File: src/rtl/dequantizer_stream.sv
// Streaming JPEG dequantizer: 64-coefficient blocks, run-time loadable quant tables,
// two-stage valid/ready pipeline with saturating signed multiply.
module dequantizer_stream #(
    parameter int unsigned COEF_W     = 12,
    parameter int unsigned Q_W        = 8,
    parameter int unsigned OUT_W      = 16,
    parameter int unsigned NUM_TABLES = 2,
    parameter int unsigned TSEL_W     = 1
) (
    input  logic              clk,
    input  logic              rst,
    input  logic              tbl_wr_en,
    input  logic [TSEL_W-1:0] tbl_wr_sel,
    input  logic [5:0]        tbl_wr_addr,
    input  logic [Q_W-1:0]    tbl_wr_data,
    input  logic              s_valid,
    output logic              s_ready,
    input  logic [COEF_W-1:0] s_coef,
    input  logic [TSEL_W-1:0] s_tsel,
    output logic              m_valid,
    input  logic              m_ready,
    output logic [OUT_W-1:0]  m_coef,
    output logic [5:0]        m_idx,
    output logic              m_last,
    output logic              m_sat,
    output logic [15:0]       blk_cnt
);

    localparam int unsigned PW = COEF_W + Q_W + 1;
    localparam int unsigned EW = ((PW > OUT_W) ? PW : OUT_W) + 1;
    localparam logic [TSEL_W:0] NUM_T = (TSEL_W + 1)'(NUM_TABLES);
    localparam logic signed [EW-1:0] MAX_V = {{(EW - OUT_W + 1){1'b0}}, {(OUT_W - 1){1'b1}}};
    localparam logic signed [EW-1:0] MIN_V = {{(EW - OUT_W + 1){1'b1}}, {(OUT_W - 1){1'b0}}};

    logic [Q_W-1:0]           r_tbl [NUM_TABLES][64];
    logic [5:0]               r_in_idx;
    logic [TSEL_W-1:0]        r_tsel;
    logic                     r_s1_valid;
    logic signed [COEF_W-1:0] r_s1_coef;
    logic [5:0]               r_s1_idx;
    logic [Q_W-1:0]           r_s1_q;
    logic                     r_m_valid;
    logic [OUT_W-1:0]         r_m_coef;
    logic [5:0]               r_m_idx;
    logic                     r_m_last;
    logic                     r_m_sat;
    logic [15:0]              r_blk_cnt;

    logic                     w_en;
    logic                     w_in_xfer;
    logic                     w_wr_ok;
    logic [TSEL_W-1:0]        w_tsel_req;
    logic [TSEL_W-1:0]        w_tsel;
    logic [Q_W-1:0]           w_q;
    logic signed [PW-1:0]     w_coef_x;
    logic signed [PW-1:0]     w_q_x;
    logic signed [PW-1:0]     w_prod;
    logic signed [EW-1:0]     w_prod_x;
    logic [OUT_W-1:0]         w_res;
    logic                     w_sat;

    assign w_en      = !r_m_valid || m_ready;
    assign s_ready   = w_en;
    assign w_in_xfer = s_valid && w_en;
    assign w_wr_ok   = tbl_wr_en && ({1'b0, tbl_wr_sel} < NUM_T);

    // Select is taken live on index 0, then held for the rest of the block.
    assign w_tsel_req = (r_in_idx == 6'd0) ? s_tsel : r_tsel;
    assign w_tsel     = ({1'b0, w_tsel_req} < NUM_T) ? w_tsel_req : '0;
    assign w_q        = r_tbl[w_tsel][r_in_idx];

    always_ff @(posedge clk or posedge rst) begin
        if (rst) begin
            for (int t = 0; t < int'(NUM_TABLES); t++) begin
                for (int a = 0; a < 64; a++) begin
                    r_tbl[t][a] <= Q_W'(1);
                end
            end
        end else if (w_wr_ok) begin
            r_tbl[tbl_wr_sel][tbl_wr_addr] <= tbl_wr_data;
        end
    end

    always_ff @(posedge clk or posedge rst) begin
        if (rst) begin
            r_in_idx <= '0;
            r_tsel   <= '0;
        end else if (w_in_xfer) begin
            r_in_idx <= r_in_idx + 6'd1;
            if (r_in_idx == 6'd0) begin
                r_tsel <= w_tsel;
            end
        end
    end

    always_ff @(posedge clk or posedge rst) begin
        if (rst) begin
            r_s1_valid <= 1'b0;
            r_s1_coef  <= '0;
            r_s1_idx   <= '0;
            r_s1_q     <= '0;
        end else if (w_en) begin
            r_s1_valid <= s_valid;
            if (s_valid) begin
                r_s1_coef <= s_coef;
                r_s1_idx  <= r_in_idx;
                r_s1_q    <= w_q;
            end
        end
    end

    assign w_coef_x = {{(PW - COEF_W){r_s1_coef[COEF_W-1]}}, r_s1_coef};
    assign w_q_x    = {{(PW - Q_W){1'b0}}, r_s1_q};
    assign w_prod   = w_coef_x * w_q_x;
    assign w_prod_x = {{(EW - PW){w_prod[PW-1]}}, w_prod};

    always_comb begin
        w_res = w_prod_x[OUT_W-1:0];
        w_sat = 1'b0;
        if (w_prod_x > MAX_V) begin
            w_res = {1'b0, {(OUT_W - 1){1'b1}}};
            w_sat = 1'b1;
        end else if (w_prod_x < MIN_V) begin
            w_res = {1'b1, {(OUT_W - 1){1'b0}}};
            w_sat = 1'b1;
        end
    end

    always_ff @(posedge clk or posedge rst) begin
        if (rst) begin
            r_m_valid <= 1'b0;
            r_m_coef  <= '0;
            r_m_idx   <= '0;
            r_m_last  <= 1'b0;
            r_m_sat   <= 1'b0;
        end else if (w_en) begin
            r_m_valid <= r_s1_valid;
            if (r_s1_valid) begin
                r_m_coef <= w_res;
                r_m_idx  <= r_s1_idx;
                r_m_last <= (r_s1_idx == 6'd63);
                r_m_sat  <= w_sat;
            end
        end
    end

    always_ff @(posedge clk or posedge rst) begin
        if (rst) begin
            r_blk_cnt <= '0;
        end else if (r_m_valid && m_ready && r_m_last) begin
            r_blk_cnt <= r_blk_cnt + 16'd1;
        end
    end

    assign m_valid = r_m_valid;
    assign m_coef  = r_m_coef;
    assign m_idx   = r_m_idx;
    assign m_last  = r_m_last;
    assign m_sat   = r_m_sat;
    assign blk_cnt = r_blk_cnt;

endmodule

File: config.mk
export PLATFORM = sky130hd
export DESIGN_NAME = dequantizer_stream
export DESIGN_NICKNAME = d
export VERILOG_FILES = /design/src/rtl/dequantizer_stream.sv
export SDC_FILE = /design/constraint.sdc
export NUM_CORES = 2
export LEC_CHECK = 0
export ABC_AREA = 0
export BUFFER_PORTS_ARGS = -buffer_cell sky130_fd_sc_hd__buf_2
export CAP_MARGIN = 20
export CELL_PAD_IN_SITES_DETAIL_PLACEMENT = 0
export CELL_PAD_IN_SITES_GLOBAL_PLACEMENT = 1
export CORE_UTILIZATION = 50
export DETAILED_ROUTE_END_ITERATION = 16
export PLACE_DENSITY = 0.83
export SYNTH_ARGS = -nofsm -noshare
export SYNTH_HDL_FRONTEND = slang
export SYNTH_SLANG_ARGS = --single-unit
File: constraint.sdc
create_clock -name clk -period 48.4 [get_ports clk]
set_input_delay 4.84 -clock clk [delete_from_list [all_inputs] [get_ports clk]]
set_output_delay 4.84 -clock clk [all_outputs]
set_load 0.02 [all_outputs]
Word level (Yosys, flattened, before mapping)

Cells that the tools add are included.

Output and inout bits: 42
Logic and storage cells: 183
Register bits: 1099
Input bits: 33

Muxes and demuxes: 16
Reductions and logical operators: 11
Order comparisons: 8
Equality and inequality tests: 1
Bitwise logic cells: 4
Multipliers: 1
Add/subtract/negate cells: 2

Operators by type and width:

| cell                    | number |
|---|---|
| $mux W512               | 4 |
| $bwmux W1024            | 1 |
| $demux W512 S1          | 1 |
| $bmux W8 S6             | 1 |
| $demux W8 S6            | 1 |
| $mux W16                | 2 |
| $mux W8                 | 3 |
| $gt A21 B16 Y1 const B  | 1 |
| $lt A21 B16 Y1 const B  | 1 |
| $mul A12 B9 Y21         | 1 |
| $add A16 B1 Y16 const B | 1 |
| $ge A7 B7 Y1 const B    | 2 |
| $not A6 Y7              | 2 |
| $lt A7 B1 Y1 const B    | 1 |
| $add A6 B1 Y6 const B   | 1 |
| $eq A6 B6 Y1 const B    | 1 |
| $logic_not A6 Y1        | 1 |
| $reduce_and A2 Y1       | 3 |
| $logic_and A1 B1 Y1     | 5 |
| $ge A2 B2 Y1 const B    | 2 |
| $not A1 Y2              | 2 |
| $mux W1                 | 3 |
| $lt A2 B1 Y1 const B    | 1 |
| $logic_not A1 Y1        | 1 |
| $logic_or A1 B1 Y1      | 1 |

Longest topological paths before layout

Depth in word-level cells: 9
Mapped depth: 21

Worst setup path before layout

Ideal clock, no wire load.

Kind: input -> output
Start: input m_ready
End: output s_ready
Required time: 43.560 ns
Slack: 38.332 ns
Cell stages on the path: 2
Arrival time: 5.228 ns
Cell sequence: nand2b_1 clkbuf_1

Word-level cells in the longest chain between the ends: 1

Ends and longest elaborated chain:

| element            | RTL line | source |
|---|---|---|
| from (decl)        | 21       | `input logic m_ready,` |
| $logic_or A1 B1 Y1 | 62       | `assign w_en = !r_m_valid \|\| m_ready;` |
| to (decl)          | 17       | `output logic s_ready,` |

No other way between the ends.

Final worst setup path

Same ends and word-level chain as after synthesis.

==> summary.md <==
| Metric | Value |
|---|---|
| Status | `complete, no violations` |
| Syn avg cell area | `approximately 12 um2` |
| Post-synthesis register bit count | `approximately 1100` |
| Initial core utilization | `about half` |
| Unique masters post-synth | `94` |
| Mapped Nets | `around 4800` |
| WS Path Type | `primary input to output pin` |
| H-tree levels | `3` |
| Setup ws final | `38.19 ns` |
| Synthesis-to-finish area growth | `10.3%` |
| Post-synthesis simple-gate area fraction | `8.75%` |
| Worst vdd ir | `between 80 and 90 uV` |
| Top cells by area, synth | `dfrtp_1, mux2_2, dfstp_2, nand2_1, fa_1` |
| Synth Area in Compound Gates | `8.26%` |
| Sequential share of the synthesized area | `about half` |
| Largest net degree at the start of global routing | `179` |
| Setup TNS | `0 ns` |
| Clock Skew | `approximately 0.020 ns` |
| Final wirelength | `174000 um` |
| Post-CTS Resized | `0` |
| Rel. slew slack | `14.9%` |
| Ys async rst share | `100%` |
| Fillers | `slightly above 9000` |
| Clock root buffer | `clkbuf_16` |
| Gr ovfl total | `0` |
| Die W | `between 300 and 400 um` |
| Final setup violation count | `0` |
| Post-DP HPWL | `between 100000 and 150000 um` |
| DRT Pass-1 Iters | `8` |
| CTS tree | `yes` |
| Core area | `0.109 mm2` |
| Clock transition at path regs | `0.06 ns` |
| Vias per inst | `~6.5` |
| Max Fclk | `around 98 MHz` |
| Boundary Pins | `between 70 and 80` |
| GP Congestion | `0.982` |
| DP Worst Slack | `around 38 ns` |
| Starting DRT DRC Count | `4333` |
| CP Capture Type | `output pin` |
| Setup Fix Bufs, Post-CTS | `0` |
| XOR/XNOR share of the synthesized area | `less than 1%` |
| Slew Limit Fails | `0` |
| Tmin final | `10.21 ns` |
| Post-synth EDFFs | `0` |
| Die Height | `about 330 um` |
| LEAKAGE | `between 20 and 30 nW` |
| Commonest non-fill, non-tap cell in the layout | `mux2_2` |
| Sequential cell area | `0.0277 mm2` |
| Clk_lat worst skew | `around 0.7 ns` |
| WP data required | `43.56 ns` |
| Cells after DPL | `around 5900` |
| Post-Synth Adder-Cell Area | `under 10%` |
| Reg-to-Reg Start | `r_s1_q[0]` |
| PortBufs | `74` |
| Num rows | `approximately 120` |
| Crit path DAT | `between 5 and 6 ns` |
| Worst hold path type | `register to register` |
| Main combinational cell family by area after synthesis | `multiplexers` |
| CP Launch Point | `m_ready` |
| First-pass GRT wire length | `260000 um` |
| Synth Cell Area | `roughly 0.055 mm2` |
| Final antenna-violating net count | `0` |
| DP Area | `roughly 0.057 mm2` |
| Largest area contributor in the netlist | `dfrtp_1` |
| Critical Path Start Type | `primary input` |
| Share of layout cells above drive strength 1 | `about a third` |
| Tcrit/Tclk final | `21.1%` |
| Synth Flop Type | `dfrtp_1` |
| Die area | `approximately 0.11 mm2` |
| Unrepaired setup endpoints after global routing | `false` |
| Initial antenna violation count | `7` |
| Post-Syn Instances | `4609` |
| Max FO, Critical Path | `7` |
| Synth Warn # | `0` |
| CTS Hold Buffers Added | `0` |
| Yosys top cell area share | `around 44%` |
| Final #Nets | `4731` |
| Hold Crit Start | `blk_cnt[15]` |
| MaxCap Viol Count | `0` |
| DRC | `0` |
| Buffer levels on the longest clock path | `3` |
| Worst-Margin Slew | `roughly 1.3 ns` |
| Number of global-route vias before repair | `between 30000 and 40000` |
| Layout Cells excl Fill | `roughly 6100` |
| DR vias | `about 40000` |
| Mux cell area share after synthesis | `24.9%` |
| Commonest non-fill, non-tap cells in the layout | `mux2_2, dfrtp_1, nand2_1` |
| Final Cell Area | `0.0608 mm2` |
| Gr usage total | `between 30% and 40%` |
| Routed WL per cell | `around 29 um` |
| Multi-input logic area | `roughly 0.026 mm2` |
| TritonCTS buffer count | `roughly 120` |
| PwrDens | `61.3 mW/mm2` |
| CTS sink cnt | `between 1000 and 1500` |
| Final Hold Fails | `0` |
==> stage by stage <==
step	hold slack (ns)	utilization (%)	power (mW)
final	0.458	55.7	3.73
after global routing	0.486	55.7	3.94
after CTS	0.467	55.7	3.71
after detailed placement	0.460	52.0	2.77
after global placement	0.451	52.0	2.74
after floorplan	0.436	-	2.28
==> worst max-delay path, cell delays in order <==
cell	delay [ns]
buf_2	0.10
nand2b_1	0.22
buf_2	0.20
==> cells by family after synthesis <==
family,Yosys count
muxes,1223
DFF,1099
and+or+nand+nor,1027
AOI/OAI and AO/OA,646
buffers and inverters,455
adders and majority gates,123
xor gates and xnor gates,36
==> state kept, by name, indices dropped and copies added (netlist names), 6 cells and up <==
name / cells
blk_cnt: 16
m_coef: 16
m_idx: 6
r_in_idx: 6
r_s1_coef: 12
r_s1_idx: 6
r_s1_q: 8
r_tbl: 1024
==> power breakdown <==
group | switching (mW) | internal (mW) | leakage, nW | total (mW)
Combinational | 1.08 | 0.609 | 11.7 | 1.69
Clock | 0.381 | 0.558 | 1.97 | 0.940
Sequential | 0.0784 | 1.02 | 14.4 | 1.10
==> path summary, 6_finish.rpt <==
path | to | slack (ns) | cells past startpoint
max reg2reg | m_coef[1] | 41.88 | 17
min reg2reg | blk_cnt[15] | 0.46 | 1
min in group asynchronous | r_s1_coef[0] | 4.27 | 2
max in group asynchronous | r_tbl[801] | 40.88 | 5
max | s_ready | 38.19 | 3
min | blk_cnt[15] | 0.46 | 1
==> synthesized netlist by cell type, types with 22 or more instances <==
cell      instances
buf_2            45
nor3_1           46
ha_1             45
mux2i_1         156
and2_1           56
o22ai_1          89
nand2b_1         22
a211oi_1         62
fa_1             78
a31oi_1          24
dfstp_2         128
o21ai_0         107
xnor2_1          24
nor4_1           24
inv_1           133
nand2_1         441
mux2_2         1051
clkbuf_1        233
a22oi_1          25
and3_1           55
nand4_1          34
dfrtp_1         971
nand3_1         114
o221ai_1         25
nor2_1          163
o211ai_1         27
a21oi_1          88
==> cell type report <==
| cell class | count | share of cell area, % |
|---|---|---|
| Clock inverter | 37 | 0.900 |
| Antenna cell | 5 | 0.0206 |
| Clock buffer | 179 | 5.68 |
| Multi-Input combinational cell | 3055 | 42.2 |
| Inverter | 135 | 0.846 |
| Sequential cell | 1099 | 45.5 |
| Tap cell | 1414 | 2.91 |
| Timing Repair Buffer | 168 | 1.93 |
==> per-layer routing <==
metal  up-vias  GRT usage (%)  wire length (um)
met5         -              0                34
met4         6           14.2              8750
met3       512           7.58             16900
met2      2044           47.4             77800
met1     20508           42.0             70500
li1      16588              -                 -
Power figures use the tool's default switching activity.
